[config.mk]
export PLATFORM = sky130hd
export DESIGN_NAME = uart_tx_scheduler
export DESIGN_NICKNAME = d
export VERILOG_FILES = /design/src/rtl/uart_tx_scheduler.sv
export SDC_FILE = /design/constraint.sdc
export NUM_CORES = 1
export LEC_CHECK = 0
export CORE_ASPECT_RATIO = 1.4
export CORE_MARGIN = 1
export CORE_UTILIZATION = 48
export DETAILED_ROUTE_END_ITERATION = 12
export PLACE_DENSITY = 0.83
export SYNTH_ARGS = -nofsm -noshare
export SYNTH_HDL_FRONTEND = slang
export SYNTH_SLANG_ARGS = --single-unit
[constraint.sdc]
create_clock -name clk -period 4.15 [get_ports clk]
set_input_delay 0.83 -clock clk [delete_from_list [all_inputs] [get_ports clk]]
set_output_delay 0.83 -clock clk [all_outputs]
set_load 0.01 [all_outputs]
[src/rtl/uart_tx_scheduler.sv]
// Round-robin arbiter feeding bytes from four requesters to a UART transmitter,
// with a per-frame watchdog that abandons a frame the UART never completes.
module uart_tx_scheduler #(
    parameter int TIMEOUT = 4095,
    parameter int NREQ    = 4
) (
    input  logic                clk,
    input  logic                reset,
    input  logic [NREQ-1:0]     req,
    input  logic [8*NREQ-1:0]   req_data,
    output logic [NREQ-1:0]     ack,
    output logic                uart_start,
    output logic [10:0]         uart_frame,
    input  logic                uart_busy,
    output logic [1:0]          owner,
    output logic                sched_busy,
    output logic                err_timeout
);

    localparam int CW = $clog2(TIMEOUT + 1);
    localparam logic [CW-1:0] LAST = CW'(TIMEOUT - 1);

    typedef enum logic [1:0] {IDLE, LOAD, WAIT_BUSY, WAIT_DONE} state_t;

    state_t        state;
    logic [CW-1:0] count;
    logic [1:0]    pick;
    logic [1:0]    idx;
    logic          found;

    // Search starts one past the last owner so a lone requester still wins every time.
    always_comb begin
        pick  = owner;
        idx   = owner;
        found = 1'b0;
        for (int unsigned i = 1; i <= 4; i++) begin
            idx = owner + 2'(i);
            if (!found && req[idx]) begin
                pick  = idx;
                found = 1'b1;
            end
        end
    end

    always_ff @(posedge clk) begin
        if (reset) begin
            state       <= IDLE;
            owner       <= 2'd3;
            ack         <= '0;
            uart_start  <= 1'b0;
            err_timeout <= 1'b0;
            sched_busy  <= 1'b0;
            uart_frame  <= '1;
            count       <= '0;
        end else begin
            ack         <= '0;
            uart_start  <= 1'b0;
            err_timeout <= 1'b0;
            unique case (state)
                IDLE: begin
                    if (found) begin
                        owner      <= pick;
                        uart_frame <= {2'b11, req_data[8*pick +: 8], 1'b0};
                        ack        <= NREQ'(1) << pick;
                        state      <= LOAD;
                        sched_busy <= 1'b1;
                    end
                end
                LOAD: begin
                    uart_start <= 1'b1;
                    count      <= '0;
                    state      <= WAIT_BUSY;
                end
                WAIT_BUSY, WAIT_DONE: begin
                    // The watchdog wins over a busy edge arriving on the same cycle.
                    if (count == LAST) begin
                        count       <= CW'(TIMEOUT);
                        err_timeout <= 1'b1;
                        state       <= IDLE;
                        sched_busy  <= 1'b0;
                    end else begin
                        count <= count + 1'b1;
                        if (state == WAIT_BUSY && uart_busy) begin
                            state <= WAIT_DONE;
                        end else if (state == WAIT_DONE && !uart_busy) begin
                            state      <= IDLE;
                            sched_busy <= 1'b0;
                        end
                    end
                end
                default: state <= IDLE;
            endcase
        end
    end

endmodule

==> results.cfg, run 1 <==
[synthesis]
post_synth.cell_area_avg_sq_um = 8.36
synth.top_cell.area_share_pct = 37.4
post_synth_top_flop = dfxtp_1
synth_enable_flop_cells = 0
number_of_distinct_library_cells_after_synthesis = 40
synth_top_family_by_area = compound AO/OA/AOI/OAI gates
post-synth-top-area-cell = dfxtp_1
yosysSeqAreaShare_pct = 37.4
ys_ff_latch = 32
synth.cell_area_sq_um = 1710
synth-xor-area-share_pct = 0
synth_area_leaders = dfxtp_1 (37%), o21ai_0 (5.5%), a21oi_1 (5.0%)
asyncSetResetFlopFracSynth_pct = 0
synthesis.yosys.warnings = 0
post-synth-top-count-cell = dfxtp_1
synth-compound-area-share_pct = 31.0
post_synth_fa_ha_maj_area_fraction_pct = 1.46
yosys-mux-area-fraction_pct = 4.67
synth.top_cells.by_count = dfxtp_1 (32), o21ai_0 (19), a21oi_1 (17), nand2_1 (14), nand4_1 (10)
syn_inst = 205
synth_simple_gate_area_share_pct = 19.1

[die]
design.core.area_sq_um = 3380
fp-row-count = 25
dieHeight_um = 72.7
initial_core_utilization_pct = 50.7
die_area_sq_um = 3820
fp.dieW_um = 52.5
pin_count = 59

[worst_setup_path]
timing.critical_path.cells = clkdlybuf4s50_1 -> nor2b_1 -> o21a_1 -> nor3_4 -> mux2i_1 -> o211ai_1
worstReg2RegEnd = uart_frame[5]$_SDFFE_PP1P_
end_kind = flop
critical_path_arrival_ns = 2.71
cp_max_fo = 11
path_delay_family = simple AND/OR/NAND/NOR gates
critical_path_buf_inv_count = 1
worst-endpoint-required_ns = 4.30
setup.worst_path.class = in -> reg
r2r_start = owner[0]$_SDFFE_PP1P_
max_stage_delay_ns = 0.58
critPathSlowestCell = nor3_4
r2r_setup_slack_ns = 2.25
ff2ff_path_depth = 5
critPathLaunchType = input pin

[sta]
finalHoldViolations = 0
period_share_pct = 61.7
slew_headroom_pct = 55.4
drv_slew = 0
setup_viol_count_final = 0
clock-skew-final_ns = 0.00355
worst_tran_pin_value_ns = 0.668
fin_tns_setup_ns = 0
layout_setup_ws_ns = 1.59
timing.fmax_mhz = 391
period_minus_slack_ns = 2.56
grt_setup_unrepaired = false

[detailed_routing]
postRouteWirelength_mm = 4.34
drc_errors = 0
detailedRoute.firstIterationViolations = 55
drt_first_pass_iters = 4
vias = 1763
wl_per_cell_um = 14.6
post_drt_via_cell_ratio = 5.94
route.antenna.remaining_nets = 0

[clock_network]
clock_sink_count = 32
hold_fix_buffers_cts = 0
clk_pin_slew_worst_paths_ns = 0.07
numCtsBuffers = 5
cts_tree = done
cts-htree-levels = 2
postCtsSetupBuffers = 0
ctsResizeCount = 0
clock_tree.buffer_depth = 2
cts_root_buf = clkbuf_8
insertion_delay_ns = 0.28

[flow_run]
maxCapViolations = 0

[global_routing]
pin_count_of_the_biggest_net_entering_global_routing = 20
track_usage_pct = 24.7
grt-ovfl-total = 0
number_of_antenna_violations_at_the_first_check_in_global_routing = 0
wire_length_of_the_first_global_routing_pass_mm = 6.93
grt_pass1_vias = 1634

[final_layout]
finalCoreUtilization_pct = 69.7
final_nets = 297
post_route_cells_drive_above_1_share_pct = 5.06
n_antenna_cell = 0
post_synthesis_to_final_layout_area_growth_pct = 37.3
stdcell_area_sq_um = 2350

[worst_hold_path]
timing.hold.worst.class = reg -> reg
hold_end = count[9]$_SDFFE_PP0N_
holdCritStartpoint = count[9]$_SDFFE_PP0N_
worst_hold_path.num_cells = 2

[placed_design]
placed_area_sq_um = 2260
dpl_worst_slack_ns = 1.28
hpwl_after_detailed_placement_mm = 3.34
globalplace.congestion = 0.811
place.port_buffers = 56

[run_status]
outcome = completed

[power_and_ir_drop]
static-leakage-power_nw = 0.891
irDropWorstVdd_mv = 0.296
power.density_cell_area_nw_per_um2 = 378
==> kinds of logic after synthesis <==
logic type,after synthesis
adder cells (fa/ha/maj),2
flip-flops,32
multiplexers,8
AO/OA/AOI/OAI,81
other,1
buffers and inverters,21
AND/OR/NAND/NOR,60
==> through the flow <==
step / hold WS [ns] / power, mW / instances
5_1_grt: 0.498 / 0.940 / 297
3_3_place_gp: 0.450 / 0.649 / 289
2_1_floorplan: 0.438 / 0.533 / 206
6_report: 0.471 / 0.890 / 297
3_5_place_dp: 0.469 / 0.654 / 289
4_1_cts: 0.481 / 0.894 / 297
==> state kept, by name (all words and copies together), names as in the netlist <==
name         cells
owner            2
uart_frame       9
ack              4
sched_busy       1
count           12
err_timeout      1
state            2
uart_start       1
==> power by group <==
| part | switching (mW) | total [mW] | internal [mW] |
|---|---|---|---|
| Sequential | 0.0256 | 0.366 | 0.340 |
| Clock | 0.110 | 0.242 | 0.132 |
| Combinational | 0.135 | 0.282 | 0.146 |
==> layout make-up <==
cell class,count,area (sq um)
fillers,310,1020
multi-input cells,153,972
flip-flops and latches,32,641
repair buffers,58,576
clock buffers,6,82.6
well taps,40,50.0
inverters,6,22.5
clock inverters,2,10.0
==> tightest hold or removal path, stage by stage, from the launching register on <==
cell and delay [ns]:
dfxtp_1 0.32, inv_1 0.05, o22ai_1 0.05
==> cell usage in the layout, fill, tap and decap left out, types with 7 or more instances in the layout <==
cell type        count
a21oi_1             17
a211o_1              9
nor2_1               7
o31ai_1              8
dfxtp_1             32
mux2i_1              8
o21ai_0             19
clkdlybuf4s50_1     56
nand2_1             14
o211ai_1             8
nand4_1             10
==> layer usage <==
metal / global-route usage (%) / up-vias / share of wire (%)
met5: 0 / - / 0
met4: 8.77 / 0 / 2.1
met3: 8.13 / 9 / 6.0
met2: 45.7 / 64 / 53
met1: 24.8 / 822 / 39
li1: - / 868 / -
==> worst max path at each step <==
stage	start	end	slack, ns	cells past startpoint
after floorplan	req[3]	owner[0]$_SDFFE_PP1P_	2.10	7
after global placement	req[3]	uart_frame[5]$_SDFFE_PP1P_	1.31	6
final	req[3]	uart_frame[5]$_SDFFE_PP1P_	1.59	6
after CTS	req[3]	uart_frame[5]$_SDFFE_PP1P_	1.58	6
after global routing	req[3]	uart_frame[6]$_SDFFE_PP1P_	1.47	6
after detailed placement	req[3]	uart_frame[5]$_SDFFE_PP1P_	1.28	6
Power figures use the tool's default switching activity.
==> run 2, diff against run 1 <==
Settings changed: CORE_UTILIZATION 48 to 45, PLACE_DENSITY 0.83 to 0.79.
Clock period 4.15 ns to 2.4 ns, I/O delays scaled along.
==> results.cfg, run 2 (synthesis gave the netlist of run 1 again) <==
[sta]
period_minus_slack_ns = 1.96
finalHoldViolations = 0
period_share_pct = 81.5
setup_viol_count_final = 0
layout_setup_ws_ns = 0.444
clock-skew-final_ns = 0.00336
worst_tran_pin_value_ns = 0.720
timing.fmax_mhz = 511
fin_tns_setup_ns = 0
drv_slew = 0
grt_setup_unrepaired = false
slew_headroom_pct = 51.9

[die]
dieHeight_um = 75.0
initial_core_utilization_pct = 47.0
fp.dieW_um = 54.2
pin_count = 59
design.core.area_sq_um = 3640
fp-row-count = 26
die_area_sq_um = 4060

[clock_network]
clock_tree.buffer_depth = 2
clock_sink_count = 32
numCtsBuffers = 5
insertion_delay_ns = 0.28
postCtsSetupBuffers = 0
cts_root_buf = clkbuf_8
ctsResizeCount = 0
cts_tree = done
hold_fix_buffers_cts = 0
clk_pin_slew_worst_paths_ns = 0.07
cts-htree-levels = 2

[worst_setup_path]
path_delay_family = compound AO/OA/AOI/OAI gates
ff2ff_path_depth = 7
setup.worst_path.class = in -> reg
critical_path_arrival_ns = 2.16
critPathSlowestCell = clkdlybuf4s50_1
timing.critical_path.cells = clkdlybuf4s50_1 -> nor2b_1 -> o21a_1 -> buf_4 -> o31ai_1 -> a211o_1 -> o211ai_1
max_stage_delay_ns = 0.51
timing.critical_path.depth = 7
worst-endpoint-required_ns = 2.60
critPathLaunchType = input pin
critical_path_buf_inv_count = 2
cp_max_fo = 7
end_kind = flop

[final_layout]
most_flop_heavy_register = count
final_cell_mix = clkdlybuf4s50_1 (56), dfxtp_1 (32), o21ai_0 (19)
largest_registers = count: 12 flops, uart_frame: 9 flops, ack: 4 flops
largest_register_ff_count = 12
stdcell_area_sq_um = 2400
finalCoreUtilization_pct = 66.0
final_nets = 303
post_synthesis_to_final_layout_area_growth_pct = 40.3
post_route_cells_drive_above_1_share_pct = 6.87
most_frequent_standard_cell_in_the_layout_excluding_fill_and_tap_cells = clkdlybuf4s50_1
n_antenna_cell = 0

[detailed_routing]
route.antenna.remaining_nets = 0
post_drt_via_cell_ratio = 5.88
drt_first_pass_iters = 4
postRouteWirelength_mm = 4.48
vias = 1786
wl_per_cell_um = 14.7
detailedRoute.firstIterationViolations = 62
drc_errors = 0

[global_routing]
grt_pass1_vias = 1663
track_usage_pct = 23.9
grt-ovfl-total = 0
pin_count_of_the_biggest_net_entering_global_routing = 15
wire_length_of_the_first_global_routing_pass_mm = 6.98
number_of_antenna_violations_at_the_first_check_in_global_routing = 0

[power_and_ir_drop]
irDropWorstVdd_mv = 0.437
static-leakage-power_nw = 0.919
power.density_cell_area_nw_per_um2 = 662

[placed_design]
hpwl_after_detailed_placement_mm = 3.41
placed_area_sq_um = 2310
dpl_worst_slack_ns = 0.152
globalplace.congestion = 0.799
place.port_buffers = 56

[flow_run]
maxCapViolations = 0

[run_status]
outcome = completed

[worst_hold_path]
timing.hold.worst.class = reg -> reg
worst_hold_path.num_cells = 2
-- run 2: worst min-delay path: stages, from the launching register on --
cell and delay (ns):
dfxtp_1 0.32, inv_1 0.05, o22ai_1 0.05
-- run 2: final cells by class --
| class | instances | area [sq um] |
|---|---|---|
| inverters | 6 | 22.5 |
| clock buffers | 7 | 96.3 |
| multi-input cells | 153 | 972 |
| fillers | 309 | 1240 |
| repair buffers | 64 | 621 |
| well taps | 42 | 52.6 |
| flip-flops and latches | 32 | 641 |
-- run 2: metal layers --
metal / up-vias / wire [um] / GRT usage, %
li1: 878 / - / -
met1: 840 / 1740 / 25.8
met2: 60 / 2400 / 42.8
met3: 8 / 258 / 5.86
met4: 0 / 76 / 9.69
met5: - / 0 / 0
-- run 2: worst paths after layout --
kind	startpoint	endpoint	slack (ns)
max reg2reg	count[0]$_SDFFE_PP0N_	state[1]$_SDFFE_PP0P_	0.52
min reg2reg	count[9]$_SDFFE_PP0N_	count[9]$_SDFFE_PP0N_	0.47
max	req[3]	uart_frame[4]$_SDFFE_PP1P_	0.44
min	count[9]$_SDFFE_PP0N_	count[9]$_SDFFE_PP0N_	0.47
-- run 2: per-stage QoR --
stage	power, mW	std cells	hold slack (ns)
6_report	1.59	304	0.474
5_1_grt	1.67	304	0.491
4_1_cts	1.60	304	0.481
3_5_place_dp	1.15	297	0.465
3_3_place_gp	1.15	297	0.456
2_1_floorplan	0.922	206	0.438
-- run 2: report_power, final --
| part | total (mW) | internal (mW) | leakage, nW | switching [mW] |
|---|---|---|---|---|
| clock | 0.449 | 0.255 | 0.0503 | 0.194 |
| combinational | 0.511 | 0.273 | 0.606 | 0.239 |
| sequential | 0.632 | 0.589 | 0.263 | 0.0434 |
| total | 1.59 | 1.12 | 0.919 | 0.476 |
==> run 3, diff against run 2 <==
Clock period 2.4 ns to 1.8 ns, I/O delays scaled along.
==> results.cfg, run 3 (synthesis gave the netlist of run 1 again) <==
[run_status]
outcome = completed

[worst_hold_path]
worst_hold_path.num_cells = 2
timing.hold.worst.class = reg -> reg
hold_end = count[9]$_SDFFE_PP0N_
holdCritStartpoint = count[9]$_SDFFE_PP0N_

[worst_setup_path]
worstReg2RegEnd = sched_busy$_SDFFE_PP0P_
ff2ff_path_depth = 8
critPathLaunchType = input pin
r2r_setup_slack_ns = 0.21
end_kind = flop
cp_max_fo = 4
cp-startpoint = req[3]
setup.worst_path.class = in -> reg
worst-endpoint-required_ns = 1.98
critical_path_arrival_ns = 1.92
r2r_start = count[0]$_SDFFE_PP0N_

[detailed_routing]
met3WireLength_um = 242
route.top_layer_used = met4
wirelength_met1_mm = 1.90
detailedRoute.firstIterationViolations = 62
drc_errors = 0
route.antenna.remaining_nets = 0
wl_per_cell_um = 15.0
vias = 1877
drt_first_pass_iters = 4
detailroute.wirelength.met2_mm = 2.62
postRouteWirelength_mm = 4.86
post_drt_via_cell_ratio = 5.81

[clock_network]
cts_tree = done
cts-htree-levels = 2
insertion_delay_ns = 0.29
numCtsBuffers = 5
cts_root_buf = clkbuf_8
clk_pin_slew_worst_paths_ns = 0.07
clock_tree.buffer_depth = 2
clock_sink_count = 32
hold_fix_buffers_cts = 0

[global_routing]
track_usage_pct = 25.3
number_of_antenna_violations_at_the_first_check_in_global_routing = 0
wire_length_of_the_first_global_routing_pass_mm = 7.25
pin_count_of_the_biggest_net_entering_global_routing = 14
grt_pass1_vias = 1728
grt-ovfl-total = 0

[final_layout]
final_nets = 321
most_frequent_standard_cell_in_the_layout_excluding_fill_and_tap_cells = clkdlybuf4s50_1
sequential_cell_area_sq_um = 642
n_fill_cell = 305
final_cell_mix = clkdlybuf4s50_1 (56), dfxtp_1 (31), buf_4 (25)
footprint_of_the_multi_input_gates_sq_um = 982
post_synthesis_to_final_layout_area_growth_pct = 50.8
post_route_cells_drive_above_1_share_pct = 14.9
largest_register_ff_count = 12
finalNonFillerCells = 323
most_flop_heavy_register = count
largest_registers = count: 12 flops, uart_frame: 9 flops, ack: 4 flops
n_antenna_cell = 0

[die]
die_area_sq_um = 4060
initial_core_utilization_pct = 47.0
pin_count = 59
fp.dieW_um = 54.2
fp-row-count = 26
dieHeight_um = 75.0
design.core.area_sq_um = 3640

[sta]
layout_setup_ws_ns = 0.0552
fin_tns_setup_ns = 0
setup_viol_count_final = 0
clock-skew-final_ns = 0.00796
timing.fmax_mhz = 573
finalHoldViolations = 0
period_minus_slack_ns = 1.74
period_share_pct = 96.9
drv_slew = 0
worst_tran_pin_value_ns = 0.694
slew_headroom_pct = 53.6

[placed_design]
dpl_worst_slack_ns = -0.288
place.port_buffers = 56
hpwl_after_detailed_placement_mm = 3.64
dpl.cell_count = 314
globalplace.congestion = 0.844

[power_and_ir_drop]
static-leakage-power_nw = 1.02
power.total_mw = 2.38
irDropWorstVdd_mv = 0.693
power.density_cell_area_nw_per_um2 = 919

[flow_run]
maxCapViolations = 0
==> run 3: layout make-up <==
cell class / count / area share (%)
repair buffers: 82 / 29.4
multi-input cells: 153 / 38.0
inverters: 6 / 0.871
clock inverters: 1 / 1.16
clock buffers: 7 / 3.73
flip-flops and latches: 32 / 24.8
well taps: 42 / 2.03
==> run 3: per-stage QoR <==
stage,hold slack [ns],util [%],area [sq um]
CTS,0.468,70.3,2560
global route,0.502,70.9,2580
finish,0.461,70.9,2580
detailed placement,0.458,66.9,2440
floorplan,0.438,-,1720
global placement,0.452,66.9,2440
==> run 3: power by group <==
part | internal (mW) | total [mW] | switching [mW]
combinational | 0.419 | 0.758 | 0.338
sequential | 0.785 | 0.845 | 0.0599
clock | 0.489 | 0.773 | 0.285
==> run 3: per-layer routing <==
metal | global-route usage, % | vias to the layer above
met3 | 7.27 | 9
met5 | 0 | -
met2 | 47.3 | 82
li1 | - | 912
met1 | 24.0 | 874
met4 | 12.5 | 0
==> run 3: worst max-delay path, stage by stage <==
cell and delay [ns]:
clkdlybuf4s50_1 0.45, nor2b_1 0.17, o21a_2 0.26, buf_4 0.15, o31ai_1 0.29, a211o_1 0.17
o211ai_1 0.07
==> run 3: worst max-delay path by stage <==
stage                                            end  slack [ns]  cells past startpoint
final                     uart_frame[5]$_SDFFE_PP1P_        0.06                      7
after floorplan                owner[0]$_SDFFE_PP1P_        0.22                      7
after global routing      uart_frame[4]$_SDFFE_PP1P_      -0.001                      7
after detailed placement  uart_frame[4]$_SDFFE_PP1P_       -0.29                      7
after CTS                 uart_frame[4]$_SDFFE_PP1P_        0.02                      7
after global placement    uart_frame[5]$_SDFFE_PP1P_       -0.26                      7
==> run 3: repair_timing <==
action / CTS / global route
endpoints found under the hold margin: 0 / 0
buffers inserted: 0 / 1
gates resized for setup: 0 / 6
endpoints found under the setup margin: 0 / 8
